===== src/rtl/mult_seq_ctrl.sv =====
// Sequencing controller for a shift-add multiplier datapath: job handshake plus
// per-cycle A/Q/P select codes, with early exit once the remaining multiplier is zero.
module mult_seq_ctrl #(
    parameter int unsigned WIDTH = 32,
    parameter int unsigned CNT_W = 6
) (
    input  logic             clk,
    input  logic             reset,
    input  logic             start,
    input  logic             abort,
    input  logic             q_lsb,
    input  logic             q_zero,
    output logic             ready,
    output logic             busy,
    output logic             done,
    output logic [1:0]       a_sel,
    output logic [1:0]       q_sel,
    output logic [1:0]       p_sel,
    output logic [CNT_W-1:0] iter
);

    typedef enum logic [1:0] {StIdle, StLoad, StCalc, StDone} state_t;

    localparam logic [1:0] SelHold  = 2'b00;
    localparam logic [1:0] SelLoad  = 2'b01;
    localparam logic [1:0] SelShift = 2'b10;
    localparam logic [1:0] SelClear = 2'b01;
    localparam logic [1:0] SelAdd   = 2'b10;

    localparam logic [CNT_W-1:0] LastIter = CNT_W'(WIDTH - 1);
    localparam logic [CNT_W-1:0] MaxIter  = CNT_W'(WIDTH);

    state_t           state_q, state_d;
    logic [CNT_W-1:0] iter_q, iter_d;

    always_ff @(posedge clk) begin
        if (reset) begin
            state_q <= StIdle;
            iter_q  <= '0;
        end else begin
            state_q <= state_d;
            iter_q  <= iter_d;
        end
    end

    always_comb begin
        state_d = state_q;
        iter_d  = iter_q;
        ready   = 1'b0;
        busy    = 1'b0;
        done    = 1'b0;
        a_sel   = SelHold;
        q_sel   = SelHold;
        p_sel   = SelHold;

        case (state_q)
            StIdle: begin
                ready = 1'b1;
                if (start) begin
                    state_d = StLoad;
                end
            end
            StLoad: begin
                busy = 1'b1;
                if (abort) begin
                    state_d = StIdle;
                end else begin
                    a_sel   = SelLoad;
                    q_sel   = SelLoad;
                    p_sel   = SelClear;
                    iter_d  = '0;
                    state_d = StCalc;
                end
            end
            StCalc: begin
                busy = 1'b1;
                if (abort) begin
                    state_d = StIdle;
                end else if (q_zero) begin
                    // Remaining multiplier is zero: P already holds the product.
                    state_d = StDone;
                end else begin
                    a_sel = SelShift;
                    q_sel = SelShift;
                    p_sel = q_lsb ? SelAdd : SelHold;
                    if (iter_q != MaxIter) begin
                        iter_d = iter_q + 1'b1;
                    end
                    if (iter_q == LastIter) begin
                        state_d = StDone;
                    end
                end
            end
            StDone: begin
                done    = 1'b1;
                state_d = StIdle;
            end
            default: begin
                state_d = StIdle;
            end
        endcase
    end

    assign iter = iter_q;

endmodule


===== config.mk =====
export PLATFORM = sky130hd
export DESIGN_NAME = mult_seq_ctrl
export DESIGN_NICKNAME = d
export VERILOG_FILES = /design/src/rtl/mult_seq_ctrl.sv
export SDC_FILE = /design/constraint.sdc
export NUM_CORES = 1
export LEC_CHECK = 0
export ABC_AREA = 1
export CORE_MARGIN = 5
export CORE_UTILIZATION = 44
export CTS_CLUSTER_SIZE = 28
export DETAILED_ROUTE_END_ITERATION = 6
export PLACE_DENSITY = 0.88
export SYNTH_ARGS = -nofsm -noshare
export SYNTH_HDL_FRONTEND = slang
export SYNTH_SLANG_ARGS = --single-unit

===== constraint.sdc =====
create_clock -name clk -period 2.5 [get_ports clk]
set_input_delay 0.375 -clock clk [delete_from_list [all_inputs] [get_ports clk]]
set_output_delay 0.375 -clock clk [all_outputs]
set_load 0.05 [all_outputs]

==> results of run 1 <==
registers in the layout, indices dropped and copies added (netlist names):
signal and count:
iter 6, state_q 2
cells in the final DEF, fill, tap and decap left out, drive strengths merged:
cell type	n
nand3	12
nor3	1
a21oi	6
clkdlybuf4s50	14
buf	6
ha	7
nor2	14
and3	1
nor3b	1
clkinv	1
dfxtp	8
inv	16
nand2	29
o21ai	1
nor4	1
clkbuf	3
o211ai	1
per-layer routing:
metal / share of wire, % / GRT usage, %
met1: 44 / 15.9
met5: 0 / 0
met3: 4.7 / 1.22
met4: 4.2 / 10.5
met2: 47 / 24.2
cell families after synthesis:
kind of cell    count (synthesis)  share of synthesized area, %
simple gates                   59                          42.3
flops                           8                          23.4
compound gates                  8                          6.78
buf+inv                        21                          14.7
fa+ha+maj                       7                          12.8
final timing paths:
path                                              to  slack, ns  cells after the start
worst max-delay path                            busy       0.26                      3
worst min-delay path            iter[2]$_SDFFE_PP0P_       0.53                      2
worst max register to register  iter[1]$_SDFFE_PP0P_       0.83                     10
worst min register to register  iter[2]$_SDFFE_PP0P_       0.53                      2
metrics by stage:
step / power (mW) / setup slack [ns] / utilization [%] / hold slack (ns) / cell area, um^2
after floorplan: 0.395 / 0.0471 / - / 0.444 / 701
after global placement: 0.474 / 0.551 / 63.6 / 0.516 / 947
after detailed placement: 0.482 / 0.506 / 63.6 / 0.526 / 947
after CTS: 0.584 / 0.254 / 65.1 / 0.532 / 970
after global routing: 0.618 / 0.179 / 65.1 / 0.565 / 970
final: 0.578 / 0.262 / 65.1 / 0.527 / 970
where the power goes:
part,internal (mW),total [mW],switching [mW]
Combinational,0.112,0.323,0.211
Clock,0.0549,0.0989,0.0440
Sequential,0.141,0.156,0.0151
Total,0.308,0.578,0.270
Yosys cell counts:
cell type and instances:
o211ai_1 1, inv_1 15, inv_4 1, dfxtp_1 8, nor2_1 11, nor2_2 3, nand2_4 2, buf_4 3
clkinv_1 1, and3_2 1, ha_1 7, buf_6 1, nor4_1 1, nor3_4 1, o21ai_2 1, nor3b_1 1
nand2_2 3, nand3_1 12, a21oi_1 6, nand2_1 24
cell type report:
type / count / area, um^2 / share of cell area [%]
Multi-Input combinational cell: 74 / 440 / 45.4
Timing Repair Buffer: 20 / 260 / 26.8
Sequential cell: 8 / 160 / 16.5
Inverter: 17 / 66.3 / 6.84
Clock buffer: 3 / 22.5 / 2.32
Tap cell: 16 / 20.0 / 2.06
worst max-delay path, cell delays in order (launching register included):
cell	delay, ns
dfxtp_1	0.39
inv_1	0.10
ha_1	0.31
clkdlybuf4s50_1	0.81
==> flow_metrics.env, run 1 <==
export IMPL_syn_num_nets=116
export IMPL_max_freq_mhz=447
export IMPL_vias=695
export IMPL_fill_cells=124
export IMPL_postSynthCellCount=103
export IMPL_post_cts_setup_buffers=0
export IMPL_rsz0062_at_grt="false"
export IMPL_setup_tns_final_ns=0
export IMPL_worst_pin_slew_ns=0.502
export IMPL_ctsHoldBuffers=0
export IMPL_drtIter0Drc=14
export IMPL_period_minus_slack_ns=2.24
export IMPL_dieArea_um2=2440
export IMPL_n_antenna_cell=0
export IMPL_powerDensity_nw_per_um2=596
export IMPL_startpoint_type="flop"
export IMPL_port_buffers=20
export IMPL_relSlewSlack_pct=66.4
export IMPL_grt_max_degree=11
export IMPL_cts_root_buf="clkbuf_4"
export IMPL_wl_mm=1.55
export IMPL_ir_drop_mv=0.383
export IMPL_start_util_pct=45.9
export IMPL_area_growth_pct=41.9
export IMPL_synth_area_leaders="dfxtp_1 (23%), nand2_1 (13%), ha_1 (13%)"
export IMPL_die_w_um=49.4
export IMPL_cts_sinks=8
export IMPL_cts_resized=0
export IMPL_post_dp_hpwl_mm=1.21
export IMPL_grt_pass1_wl_mm=2.75
export IMPL_synth_seq_cells=8
export IMPL_clock_latency_ns=0.26
export IMPL_ant_nets=0
export IMPL_fin_worst_skew_ns=0.00873
export IMPL_cts_max_level=1
export IMPL_boundaryPins=21
export IMPL_hold_class="reg2reg"
export IMPL_hold_start="iter[2]$_SDFFE_PP0P_"
export IMPL_seq_area_frac_synth_pct=23.4
export IMPL_path_max_fanout=4
export IMPL_dr_pass1_iters=4
export IMPL_worst_setup_path_type="reg2out"
export IMPL_drive_above_1_share_pct=18.9
export IMPL_maxCapViolations=0
export IMPL_stdcell_count=138
export IMPL_antenna_found_initial=0
export IMPL_synth_area_per_cell_um2=6.63
export IMPL_gp_congestion=0.848
export IMPL_overflow=0
export IMPL_grt_usage_pct=14.2
export IMPL_vias_per_cell=5.04
export IMPL_rows=14
export IMPL_status="finished clean"
export IMPL_r2r_start="state_q[0]$_SDFFE_PP0P_"
export IMPL_crit_start="state_q[1]$_SDFFE_PP0P_"
export IMPL_numCtsBuffers=3
export IMPL_synth_top_cell_by_area="dfxtp_1"
export IMPL_cp_data_arrival_time_ns=1.86
export IMPL_core_um2=1490
export IMPL_hold_viol=0
export IMPL_clk_path_buf_depth=2
export IMPL_ys_warnings_count=0
export IMPL_finalMaxSlewViolations=0
export IMPL_netlist_area_um2=683
export IMPL_place_inst=135
export IMPL_grt_pass1_vias=655
export IMPL_die_y_um=49.4
export IMPL_finalSetupViolations=0
export IMPL_post_drt_wl_per_cell_um=11.2
export IMPL_required_ns=2.12
export IMPL_cts_tree="done"
export IMPL_synth_cell_types=20
export IMPL_nets=137
export IMPL_clk_pin_slew_worst_paths_ns=0.06
export IMPL_fin_crit_sh_pct=89.5
export IMPL_yosysTopAreaCellShare_pct=23.4
export IMPL_drt_drc_violations_left=0
export IMPL_p_leak_nw=0.405
export IMPL_endpoint_kind="output port"
No activity file was read; power rests on OpenSTA's default activity.
==> run 2, diff against run 1 <==
--- a/config.mk
+++ b/config.mk
@@ -5,12 +5,11 @@
 export SDC_FILE = /design/constraint.sdc
 export NUM_CORES = 1
 export LEC_CHECK = 0
-export ABC_AREA = 1
 export CORE_MARGIN = 5
 export CORE_UTILIZATION = 44
 export CTS_CLUSTER_SIZE = 28
 export DETAILED_ROUTE_END_ITERATION = 6
-export PLACE_DENSITY = 0.88
+export PLACE_DENSITY = 0.9
 export SYNTH_ARGS = -nofsm -noshare
 export SYNTH_HDL_FRONTEND = slang
 export SYNTH_SLANG_ARGS = --single-unit
==> constraint.sdc (replaced) <==
create_clock -name clk -period 2.5 [get_ports clk]
set_input_delay 0.625 -clock clk [delete_from_list [all_inputs] [get_ports clk]]
set_output_delay 0.625 -clock clk [all_outputs]
set_load 0.05 [all_outputs]
==> flow_metrics.env, run 2 <==
export IMPL_startpoint_type="primary input"
export IMPL_synth_area_leaders="dfxtp_1 (27%), ha_1 (15%), inv_1 (5.0%)"
export IMPL_rr_worst_depth=7
export IMPL_p_leak_nw=0.326
export IMPL_setup_tns_final_ns=0
export IMPL_fin_crit_sh_pct=96.4
export IMPL_relSlewSlack_pct=65.1
export IMPL_worst_pin_slew_ns=0.521
export IMPL_clock_latency_ns=0.27
export IMPL_dieArea_um2=2210
export IMPL_synth_top_cell_by_area="dfxtp_1"
export IMPL_ant_nets=0
export IMPL_vias_per_cell=6.20
export IMPL_post_cts_setup_buffers=0
export IMPL_ctsHoldBuffers=0
export IMPL_antenna_found_initial=0
export IMPL_cts_tree="done"
export IMPL_grt_pass1_wl_mm=2.62
export IMPL_die_w_um=47.0
export IMPL_finalSetupViolations=0
export IMPL_mostFrequentLayoutCells="clkdlybuf4s50_1 (13), inv_1 (8), dfxtp_1 (8), ha_1 (7), buf_12 (6)"
export IMPL_gp_congestion=0.845
export IMPL_ir_drop_mv=0.324
export IMPL_cts_root_buf="clkbuf_4"
export IMPL_port_buffers=20
export IMPL_post_dp_hpwl_mm=1.20
export IMPL_stdcell_count=104
export IMPL_fill_cells=109
export IMPL_path_max_fanout=4
export IMPL_core_um2=1300
export IMPL_cts_sinks=8
export IMPL_cp_data_arrival_time_ns=1.78
export IMPL_grt_max_degree=11
export IMPL_nets=104
export IMPL_syn_num_nets=82
export IMPL_powerDensity_nw_per_um2=385
export IMPL_fin_worst_skew_ns=0.00859
export IMPL_final_common_cell="clkdlybuf4s50_1"
export IMPL_worst_setup_path_type="in2out"
export IMPL_synth_ff_type="dfxtp_1"
export IMPL_netlist_area_um2=603
export IMPL_drt_drc_violations_left=0
export IMPL_numCtsBuffers=3
export IMPL_hold_viol=0
export IMPL_clk_pin_slew_worst_paths_ns=0.05
export IMPL_synth_cell_types=30
export IMPL_vias=645
export IMPL_wl_mm=1.59
export IMPL_synthTopCellsByCount="dfxtp_1 (8), inv_1 (8), ha_1 (7)"
export IMPL_grt_usage_pct=17.3
export IMPL_postSynthCellCount=69
export IMPL_die_y_um=47.0
export IMPL_post_drt_wl_per_cell_um=15.2
export IMPL_drive_above_1_share_pct=19.1
export IMPL_yosysTopAreaCellShare_pct=26.6
export IMPL_synth_seq_cells=8
export IMPL_drtIter0Drc=24
export IMPL_seq_area_frac_synth_pct=26.6
export IMPL_synth_area_per_cell_um2=8.74
export IMPL_place_inst=101
export IMPL_cts_resized=0
export IMPL_overflow=0
export IMPL_rows=13
export IMPL_synth_edf_count=0
export IMPL_status="finished clean"
export IMPL_rsz0062_at_grt="false"
export IMPL_required_ns=1.88
export IMPL_dr_pass1_iters=4
export IMPL_clk_path_buf_depth=2
export IMPL_maxCapViolations=0
export IMPL_hold_class="reg2reg"
export IMPL_r2r_setup_slack_ns=0.50
export IMPL_max_freq_mhz=415
export IMPL_start_util_pct=46.3
export IMPL_endpoint_kind="output port"
export IMPL_synthArstFlopShare_pct=0
export IMPL_n_antenna_cell=0
export IMPL_grt_pass1_vias=589
export IMPL_boundaryPins=21
export IMPL_finalMaxSlewViolations=0
export IMPL_area_growth_pct=46.5
export IMPL_ys_warnings_count=0
export IMPL_whs_path_depth=2
export IMPL_largest_reg_flops=6
export IMPL_cts_max_level=1
export IMPL_period_minus_slack_ns=2.41
## run 2: cell types whose count changed in the layout (fill, tap and decap cells not counted), moves of 3 or more
| cell | previous run | this run |
|---|---|---|
| nor2_2 | 4 | 0 |
| nand2_1 | 24 | 3 |
| nand3_1 | 12 | 4 |
| nand2_2 | 3 | 0 |
| inv_1 | 15 | 8 |
| nor2_1 | 10 | 2 |
## run 2: kinds of logic (layout without fill, tap and decap cells)
| family | after synthesis | after routing | synth area share, % |
|---|---|---|---|
| simple gates | 24 | 24 | 26.3 |
| compound gates | 18 | 18 | 23.2 |
| flops | 8 | 8 | 26.6 |
| buf+inv | 12 | 32 | 9.34 |
| fa+ha+maj | 7 | 7 | 14.5 |
## run 2: power breakdown
part           switching, mW  internal, mW  leakage, nW  total, mW
Sequential           0.00296         0.131       0.0647      0.134
Clock                 0.0488        0.0552       0.0138      0.104
Combinational         0.0632        0.0387        0.248      0.102
## run 2: final timing paths
check,from,endpoint
setup / recovery,abort,q_sel[0]
hold / removal,iter[5]$_SDFFE_PP0P_,iter[5]$_SDFFE_PP0P_
setup reg to reg,state_q[0]$_SDFFE_PP0P_,iter[3]$_SDFFE_PP0P_
hold reg to reg,iter[5]$_SDFFE_PP0P_,iter[5]$_SDFFE_PP0P_
## run 2: final cells by class
class                      count  area (um^2)  area share (%)
multi-input combinational     49          387            43.8
timing repair buffer          21          265            30.0
sequential                     8          160            18.1
inverter                       8         30.0            3.40
clock buffer                   3         22.5            2.55
tap                           15         18.8            2.12
## run 2: stage by stage
| step | area, um^2 | utilization [%] | total power [mW] | hold slack (ns) | worst slack [ns] |
|---|---|---|---|---|---|
| after floorplan | 603 | - | 0.203 | 0.529 | 0.00374 |
| after global placement | 861 | 66.2 | 0.236 | 0.496 | 0.129 |
| after detailed placement | 861 | 66.2 | 0.238 | 0.495 | 0.0892 |
| after CTS | 883 | 67.9 | 0.337 | 0.507 | 0.0885 |
| after global routing | 883 | 67.9 | 0.355 | 0.563 | 0.00998 |
| final | 883 | 67.9 | 0.340 | 0.503 | 0.0908 |
## run 2: per-layer routing
metal  vias up  track usage [%]  share of wire (%)
li1        292                -                  -
met1       309             18.2                 37
met2        36             29.5                 51
met3         8             5.36                8.7
met4         0             11.0                2.6
met5         -                0                  0
## run 2: worst max-delay path, cell delays in order
cell             delay [ns]
clkdlybuf4s50_1        0.49
inv_1                  0.14
and3_1                 0.35
buf_12                 0.18
